`config.mk`:
```
export PLATFORM = sky130hd
export DESIGN_NAME = topk_argmax_stream
export DESIGN_NICKNAME = d
export VERILOG_FILES = /design/src/rtl/topk_argmax_stream.sv
export SDC_FILE = /design/constraint.sdc
export NUM_CORES = 1
export LEC_CHECK = 0
export ABC_CLOCK_PERIOD_IN_PS = 2430
export BUFFER_PORTS_ARGS = -buffer_cell sky130_fd_sc_hd__buf_2
export CAP_MARGIN = 20
export CORE_ASPECT_RATIO = 1.4
export CORE_MARGIN = 3
export CORE_UTILIZATION = 51
export CTS_CLUSTER_DIAMETER = 80
export CTS_CLUSTER_SIZE = 10
export DETAILED_ROUTE_END_ITERATION = 8
export HOLD_SLACK_MARGIN = 0.02
export PLACE_DENSITY = 0.77
export REMOVE_ABC_BUFFERS = 1
export SLEW_MARGIN = 20
export SYNTH_ARGS = -nofsm -noshare
export SYNTH_HDL_FRONTEND = slang
export SYNTH_SLANG_ARGS = --single-unit
export TNS_END_PERCENT = 1
```
`constraint.sdc`:
```
create_clock -name clk -period 2.43 [get_ports clk]
set_clock_uncertainty 0.05 [all_clocks]
set_input_delay 0.243 -clock clk [delete_from_list [all_inputs] [get_ports clk]]
set_output_delay 0.243 -clock clk [all_outputs]
set_load 0.005 [all_outputs]
```
`src/rtl/topk_argmax_stream.sv`:
```
// Streaming top-K score selector: keeps the K best signed scores (max or min mode)
// with their arrival indices and presents the ranked table over a valid/ready handshake.
module topk_argmax_stream #(
    parameter int DATA_WIDTH = 16,
    parameter int DIM        = 10,
    parameter int K          = 3,
    parameter int IDXW       = (DIM <= 1) ? 1 : $clog2(DIM)
) (
    input  logic                         clk,
    input  logic                         reset,
    input  logic                         start,
    input  logic                         mode_min,
    input  logic                         abort,
    input  logic                         in_valid,
    output logic                         in_ready,
    input  logic signed [DATA_WIDTH-1:0] in_data,
    output logic                         out_valid,
    input  logic                         out_ready,
    output logic [K*IDXW-1:0]            out_idx,
    output logic [K*DATA_WIDTH-1:0]      out_val,
    output logic [$clog2(K+1)-1:0]       out_cnt,
    output logic                         busy
);

    localparam int CNTW = IDXW + 1;
    localparam int CW   = $clog2(K + 1);

    typedef enum logic [1:0] {IDLE, LOAD, OUT} state_t;

    state_t                        state, state_nx;
    logic                          mode_q;
    logic [CNTW-1:0]               cnt;
    logic [K-1:0]                  slot_vld;
    logic [IDXW-1:0]               slot_idx [K];
    logic signed [DATA_WIDTH-1:0]  slot_val [K];
    logic [K-1:0]                  better;
    logic [IDXW-1:0]               ins_idx  [K];
    logic signed [DATA_WIDTH-1:0]  ins_val  [K];
    logic                          accept, last_accept, clear_tbl;

    // abort outranks a same-cycle accept, so a dropped frame never touches the table.
    assign accept      = (state == LOAD) && in_valid && !abort;
    assign last_accept = accept && (cnt == CNTW'(DIM - 1));
    assign clear_tbl   = ((state == IDLE) && start) || ((state != IDLE) && abort);
    assign busy        = (state != IDLE);

    always_ff @(posedge clk or negedge reset) begin
        // NOTE: non-blocking assignments for every register so all flops update from the same pre-edge values.
        if (!reset) state <= IDLE;
        else        state <= state_nx;
    end

    always_comb begin
        // NOTE: every output of this block gets a default first, otherwise untaken branches infer latches.
        state_nx  = state;
        in_ready  = 1'b0;
        out_valid = 1'b0;
        case (state)
            IDLE: if (start) state_nx = LOAD;
            LOAD: begin
                in_ready = 1'b1;
                if (abort)            state_nx = IDLE;
                else if (last_accept) state_nx = OUT;
            end
            OUT: begin
                out_valid = 1'b1;
                if (abort || out_ready) state_nx = IDLE;
            end
            default: state_nx = IDLE;
        endcase
    end

    // The table stays sorted with empties at the tail, so 'better' is monotone:
    // the first set bit is the insertion point and every later set slot shifts down.
    always_comb begin
        better = '0;
        for (int i = 0; i < K; i++) begin
            better[i] = !slot_vld[i] ||
                        (mode_q ? (slot_val[i] > in_data) : (slot_val[i] < in_data));
        end
    end

    for (genvar g = 0; g < K; g++) begin : g_slot
        if (g == 0) begin : g_head
            assign ins_idx[g] = cnt[IDXW-1:0];
            assign ins_val[g] = in_data;
        end else begin : g_tail
            assign ins_idx[g] = better[g-1] ? slot_idx[g-1] : cnt[IDXW-1:0];
            assign ins_val[g] = better[g-1] ? slot_val[g-1] : in_data;
        end
    end

    always_ff @(posedge clk or negedge reset) begin
        // NOTE: the table is a handful of flops and must read zero after reset, so it is reset like any other register.
        if (!reset) begin
            mode_q   <= 1'b0;
            cnt      <= '0;
            slot_vld <= '0;
            for (int i = 0; i < K; i++) begin
                slot_idx[i] <= '0;
                slot_val[i] <= '0;
            end
        end else if (clear_tbl) begin
            if (state == IDLE) mode_q <= mode_min;
            cnt      <= '0;
            slot_vld <= '0;
            for (int i = 0; i < K; i++) begin
                slot_idx[i] <= '0;
                slot_val[i] <= '0;
            end
        end else if (accept) begin
            cnt <= cnt + 1'b1;
            for (int i = 0; i < K; i++) begin
                if (better[i]) begin
                    slot_vld[i] <= (i == 0) ? 1'b1 : (slot_vld[i-((i > 0) ? 1 : 0)] || !better[i-((i > 0) ? 1 : 0)]);
                    slot_idx[i] <= ins_idx[i];
                    slot_val[i] <= ins_val[i];
                end
            end
        end
    end

    always_comb begin
        out_idx = '0;
        out_val = '0;
        out_cnt = '0;
        for (int i = 0; i < K; i++) begin
            out_idx[i*IDXW +: IDXW]             = slot_idx[i];
            out_val[i*DATA_WIDTH +: DATA_WIDTH] = slot_val[i];
            out_cnt                             = out_cnt + CW'(slot_vld[i]);
        end
    end

endmodule

```
# After elaboration in Yosys (flattened, before gate mapping)
# Cells that the tools add are included.
# word_totals
out_inout_bits,65
inputBits,23
elab_cells,87
regBits,71
# classes
eq_ne,6
n_lt_le_gt_ge,6
muxes,31
add_sub_neg,3
n_reduce_logical,29
# ops
operator,count
$mux W48,2
$mux W16,5
$gt A16 B16 Y1,3
$lt A16 B16 Y1,3
$mux W12,2
$mux W4,5
$mux W5,2
$reduce_bool A2 Y1,5
$mux W1,8
$mux W2,4
$reduce_and A2 Y1,4
$logic_or A1 B1 Y1,7
$logic_not A1 Y1,6
$mux W3,2
$pmux W2 S3,1
$add A5 B1 Y5 const B,1
$eq A5 B4 Y1 const B,1
$logic_and A1 B1 Y1,5
$ne A2 B2 Y1 const B,2
$ne A3 B3 Y1 const B,1
$reduce_and A3 Y1,1
$add A1 B1 Y2,1
$add A2 B1 Y2,1
$eq A2 B1 Y1 const B,1
2 further kinds,2

# Longest topological paths before layout
# logic_depth
depth_word,8
mapped_depth,13
mapped_depth_nobuf,10

# Worst setup path after synthesis
# No wires, ideal clock.
# synth_timing
path_type,reg2reg
startpoint,"register slot_val, in the netlist out_val[15]"
endpoint,"register slot_idx, in the netlist out_idx[2]"
n_path_buf,3
stages_incl_launch_ff,12
t_required_ns,2.262
slack_ns,-0.202
t_arrival_ns,2.464
period_less_slack_ns,2.632
path_cell_list,dfrtp_1 > ha_1 > nand4_2 > or4_1 > nand3_1 > o211ai_1 > a22o_1 > buf_6 > and2_4 > buf_6 > buf_6 > a21o_1
# synth_between
elab_chain_len,5
word_cells_on_any_way,6
cone_classes,order compare: 2; mux: 1; reduce/logical: 3
# synth_lines
element,line_no,rtl
"start, declared",35,logic signed [DATA_WIDTH-1:0] slot_val [K];
"start signal, assigned by index",117,slot_val[i] <= ins_val[i];
$lt A16 B16 Y1 or $gt A16 B16 Y1 (tied branches),79,(mode_q ? (slot_val[i] > in_data) : (slot_val[i] < in_data));
$mux W1 *,79,
$logic_or A1 B1 Y1 *,78,better[i] = !slot_vld[i] ||
$reduce_bool A2 Y1 (no source line) *,n/a,
$reduce_and A2 Y1 (no source line) *,n/a,
"end signal, assigned by index",116,slot_idx[i] <= ins_idx[i];
"end, declared",34,logic [IDXW-1:0] slot_idx [K];
# Mark *: on every way between the ends. The rest lies on a longest branch, timed or not.
# A chain may end at the register's enable or synchronous reset.

# Final worst setup path
# layout_timing
startpoint,"register slot_val, in the netlist out_val[30]"
endpoint,"register slot_val, in the netlist out_val[26]"
# layout_between
elab_chain_len,5
word_cells_on_any_way,6
cone_classes,order compare: 2; mux: 1; reduce/logical: 3
# layout_lines
element,line_no
$lt A16 B16 Y1 or $gt A16 B16 Y1 (tied branches),79
$mux W1 *,79
$logic_or A1 B1 Y1 *,78
$reduce_bool A2 Y1 (no source line) *,n/a
$reduce_and A2 Y1 (no source line) *,n/a
# Marks and branches as above.

==> metrics.md <==
| Metric | Value |
|---|---|
| Run status | complete, but fails checks |
| Violations in the final reports | negative setup slack |
| Hold depth | 2 |
| Area growth from synthesis to layout | 35.7% |
| Number of antenna-violating nets in the routed design | 0 |
| Die boundary width | 86.5 µm |
| Number of enable-type register cells in the synthesized netlist | 0 |
| Min cycle time layout | ~2800 ps |
| Number of global-route vias before repair | 4,306 |
| Routed metal-1 wire length | 5.30 mm |
| Setup TNS | -13,570 ps |
| Tightest Hold Check Type | input pin to flip-flop |
| Post-CTS clock slew at the launch and capture registers of the worst setup and hold paths | approximately 60 ps |
| Number of max-slew violations in the final report | 0 |
| Pwr/cell area | around 570 nW/µm² |
| Clk_lat worst skew | about 340 ps |
| Number of H-tree levels | 3 |
| Antenna diode count | 0 |
| Final setup violating endpoints | slightly above 60 |
| Initial antenna violation count | 0 |
| Share of flip-flops with an asynchronous set or reset after synthesis | 1.00 |
| Achievable clock frequency | ~360 MHz |
| Worst-case hold path end point | state[1] |
| Drt via density | 5.83 |
| Reg2reg setup slack | -320 ps |
| Hold Crit Start | abort |
| Largest net degree at the start of global routing | 39 |
| Detailed-route DRC error count | 0 |
| Aggregate global-route resource usage | 0.266 |
| Placeable core region | 8710 µm² |
| First-pass detailed-route iteration total | 5 |
| Total leakage power | 3.56 nW |
| I/O pin count | approximately 90 |
| Initial drt markers | about 230 |
| Number of cells on the worst reg-to-reg path | 10 |
| Required time reported for the critical path endpoint | approximately 2600 ps |
| Max_slew headroom | 0.593 |
| HPWL Detailed | around 9.5 mm |
| Post-Route WL | approximately 14 mm |
| Final GP Congestion | approximately 0.86 |
| Average cell area after synthesis | slightly above 10 µm² |
| Count of nets after finishing | roughly 700 |
| Number of max-cap violations | 0 |
| Area of the mapped netlist | about 4600 µm² |
| Via count | ~4,300 |
| Final design area excluding fillers | 6280 µm² |
| TritonCTS clock tree | done |
| Detailed route wirelength on metal3 | 749 µm |
| Initial core utilization | 0.531 |
| Detail Route met2 WL | 7.05 mm |
| Die outline height | 119 µm |
| Flip-flop cell with the highest count after synthesis | sky130_fd_sc_hd__dfrtp_1 |
| Hold Vio Cnt, Final | 0 |
| Number of instances in the synthesized netlist | about 460 |
| Worst-Margin Slew | 611 ps |
| Startpoint of the lowest-slack register-to-register path | out_val[30] |
| # placed instances | 710 |
| Share of final-layout standard cells stronger than drive strength 1 | 0.348 |
| Root buffer cell | sky130_fd_sc_hd__clkbuf_16 |
| Period utilization | 1.13 |
| Sinks on Clock Net | slightly above 70 |
| Final setup margin | -324 ps |
| Maximum fanout along the worst path | 7 |
| Terminus of the critical flop-to-flop path | out_val[26] |
| Clk buf depth | 2 |
| Count of input and output buffers | 87 |
| Worst setup path class | flip-flop to flip-flop |
| Post-synthesis sequential area ratio | 0.384 |
| Total overflow reported by the global router | 0 |
| Setup repair after global routing missed its margin | true |
| TritonCTS Buffers | 9 |
| Post-placement cell area | between 5000 and 6000 µm² |
| Top metal layer carrying routed signals | met4 |
| Synthesis warning total | 0 |
| WL/cell | around 19 µm |
| Fillcell total | 615 |
| Peak supply drop | just over 0.0004 V |
| Endpoint class of the critical path | flip-flop |
| Synthesized flop and latch total | about 70 |
| Wire length of the first global-routing pass | about 21 mm |
| Final worst hold slack | roughly 56 ps |
| Std-Cell Rows | 40 |
| Area of the die | 10,300 µm² |
| Setup crit start kind | flip-flop |
| Finished Layout Cells | between 700 and 800 |
| Worst Path Arrival | just under 3000 ps |
| Count of different cell masters after synthesis | 40 |
cell families after synthesis:
kind of cell / share of synthesized area
and+or+nand+nor: 0.131
muxes: 0.219
DFF: 0.384
AOI/OAI and AO/OA: 0.0711
adders and majority gates: 0.140
buffers and inverters: 0.0476
xor gates and xnor gates: 0.00757
registers in the layout, indices dropped and copies added, names as in the netlist:
register	count
slot_vld	3
out_val	48
cnt	5
mode_q	1
out_idx	12
state	2
per-stage QoR:
stage               utilization  power, W  worst slack, ps
finish                    0.721   0.00357             -324
CTS                       0.699   0.00351             -241
floorplan                     -   0.00177             -810
global placement          0.652   0.00216             -266
global route              0.721   0.00373             -446
detailed placement        0.652   0.00219             -398
cells in the final DEF, fill, tap and decap left out, drive strengths merged, types with 2 or more instances in the layout:
master  count
buf       173
mux2i      99
nand2      78
dfrtp      71
ha         50
inv        25
a21oi      18
nand4      13
nor2       12
clkbuf     12
a21o       10
nand3      10
o21ai       9
nor2b       6
o211ai      5
and2        4
nor3        4
xor2        3
a22oi       2
nand3b      2
clkinv      2
a211oi      2
mux2        2
report_power, final:
group	switching [W]	internal, W	total [W]	leakage (nW)
Clock	0.000500	0.000765	0.00126	0.140
Sequential	0.0000752	0.00125	0.00133	0.975
Combinational	0.000509	0.000467	0.000977	2.45
Total	0.00108	0.00249	0.00357	3.56
Yosys cell counts (2+ instances only):
cell / instances / share of area
sky130_fd_sc_hd__mux2i_1: 99 / 0.21
sky130_fd_sc_hd__nand2_1: 78 / 0.063
sky130_fd_sc_hd__dfrtp_1: 71 / 0.38
sky130_fd_sc_hd__ha_1: 50 / 0.14
sky130_fd_sc_hd__inv_1: 25 / 0.020
sky130_fd_sc_hd__a21oi_1: 18 / 0.019
sky130_fd_sc_hd__nand4_1: 12 / 0.016
sky130_fd_sc_hd__nor2_1: 12 / 0.0097
sky130_fd_sc_hd__clkbuf_1: 11 / 0.0089
sky130_fd_sc_hd__a21o_1: 10 / 0.016
sky130_fd_sc_hd__nand3_1: 10 / 0.011
sky130_fd_sc_hd__o21ai_0: 7 / 0.0076
sky130_fd_sc_hd__nor2b_1: 6 / 0.0081
sky130_fd_sc_hd__buf_2: 5 / 0.0054
sky130_fd_sc_hd__o211ai_1: 5 / 0.0081
sky130_fd_sc_hd__buf_6: 4 / 0.0097
sky130_fd_sc_hd__nor3_1: 4 / 0.0043
sky130_fd_sc_hd__xor2_1: 3 / 0.0057
sky130_fd_sc_hd__a211oi_1: 2 / 0.0032
sky130_fd_sc_hd__a22oi_1: 2 / 0.0032
sky130_fd_sc_hd__and2_1: 2 / 0.0027
sky130_fd_sc_hd__buf_4: 2 / 0.0032
sky130_fd_sc_hd__mux2_2: 2 / 0.0049
sky130_fd_sc_hd__nand3b_1: 2 / 0.0032
sky130_fd_sc_hd__o21ai_1: 2 / 0.0022
layout make-up:
class,instances,area [µm²],area share
multi-input cells,342,2860,0.455
flip-flops and latches,71,1780,0.283
repair buffers,174,1130,0.181
clock buffers,12,267,0.0424
well taps,105,131,0.0209
inverters,25,93.8,0.0149
clock inverters,3,17.5,0.00279
worst max-delay path by stage:
| stage | from | cells after the start | slack (ps) | endpoint |
|---|---|---|---|---|
| 3_3_place_gp | in_data[14] | 11 | -270 | out_val[20] |
| 3_5_place_dp | in_data[14] | 11 | -400 | out_val[35] |
| 6_report | out_val[30] | 10 | -320 | out_val[26] |
| 4_1_cts | out_val[1] | 10 | -240 | out_val[26] |
| 5_1_grt | out_val[30] | 10 | -450 | out_val[26] |
| 2_1_floorplan | out_val[17] | 9 | -810 | out_idx[4] |
layer usage:
layer | global-route usage | vias up
li1 | - | 1955
met1 | 0.318 | 2119
met2 | 0.449 | 156
met3 | 0.0418 | 41
met4 | 0.143 | 0
met5 | 0 | -
timing repair:
action                                  CTS  global route
endpoints found under the setup margin   62            62
setup buffers                             0             5
hold buffers                              1             0
hold endpoints to repair                 25             0
pin swaps                                 8            10
cloned                                    1             0
gates resized for setup                  24            19
worst max-delay path: stages, from the launching register on:
cell and delay, ps:
sky130_fd_sc_hd__dfrtp_1 420, sky130_fd_sc_hd__ha_4 290, sky130_fd_sc_hd__nand4_1 170, sky130_fd_sc_hd__buf_4 200
sky130_fd_sc_hd__a2111oi_4 350, sky130_fd_sc_hd__nor3_2 70, sky130_fd_sc_hd__mux2i_1 200, sky130_fd_sc_hd__mux2_4 360
sky130_fd_sc_hd__and2_4 190, sky130_fd_sc_hd__buf_6 150, sky130_fd_sc_hd__mux2i_1 210
(Power assumes the default switching activity.)
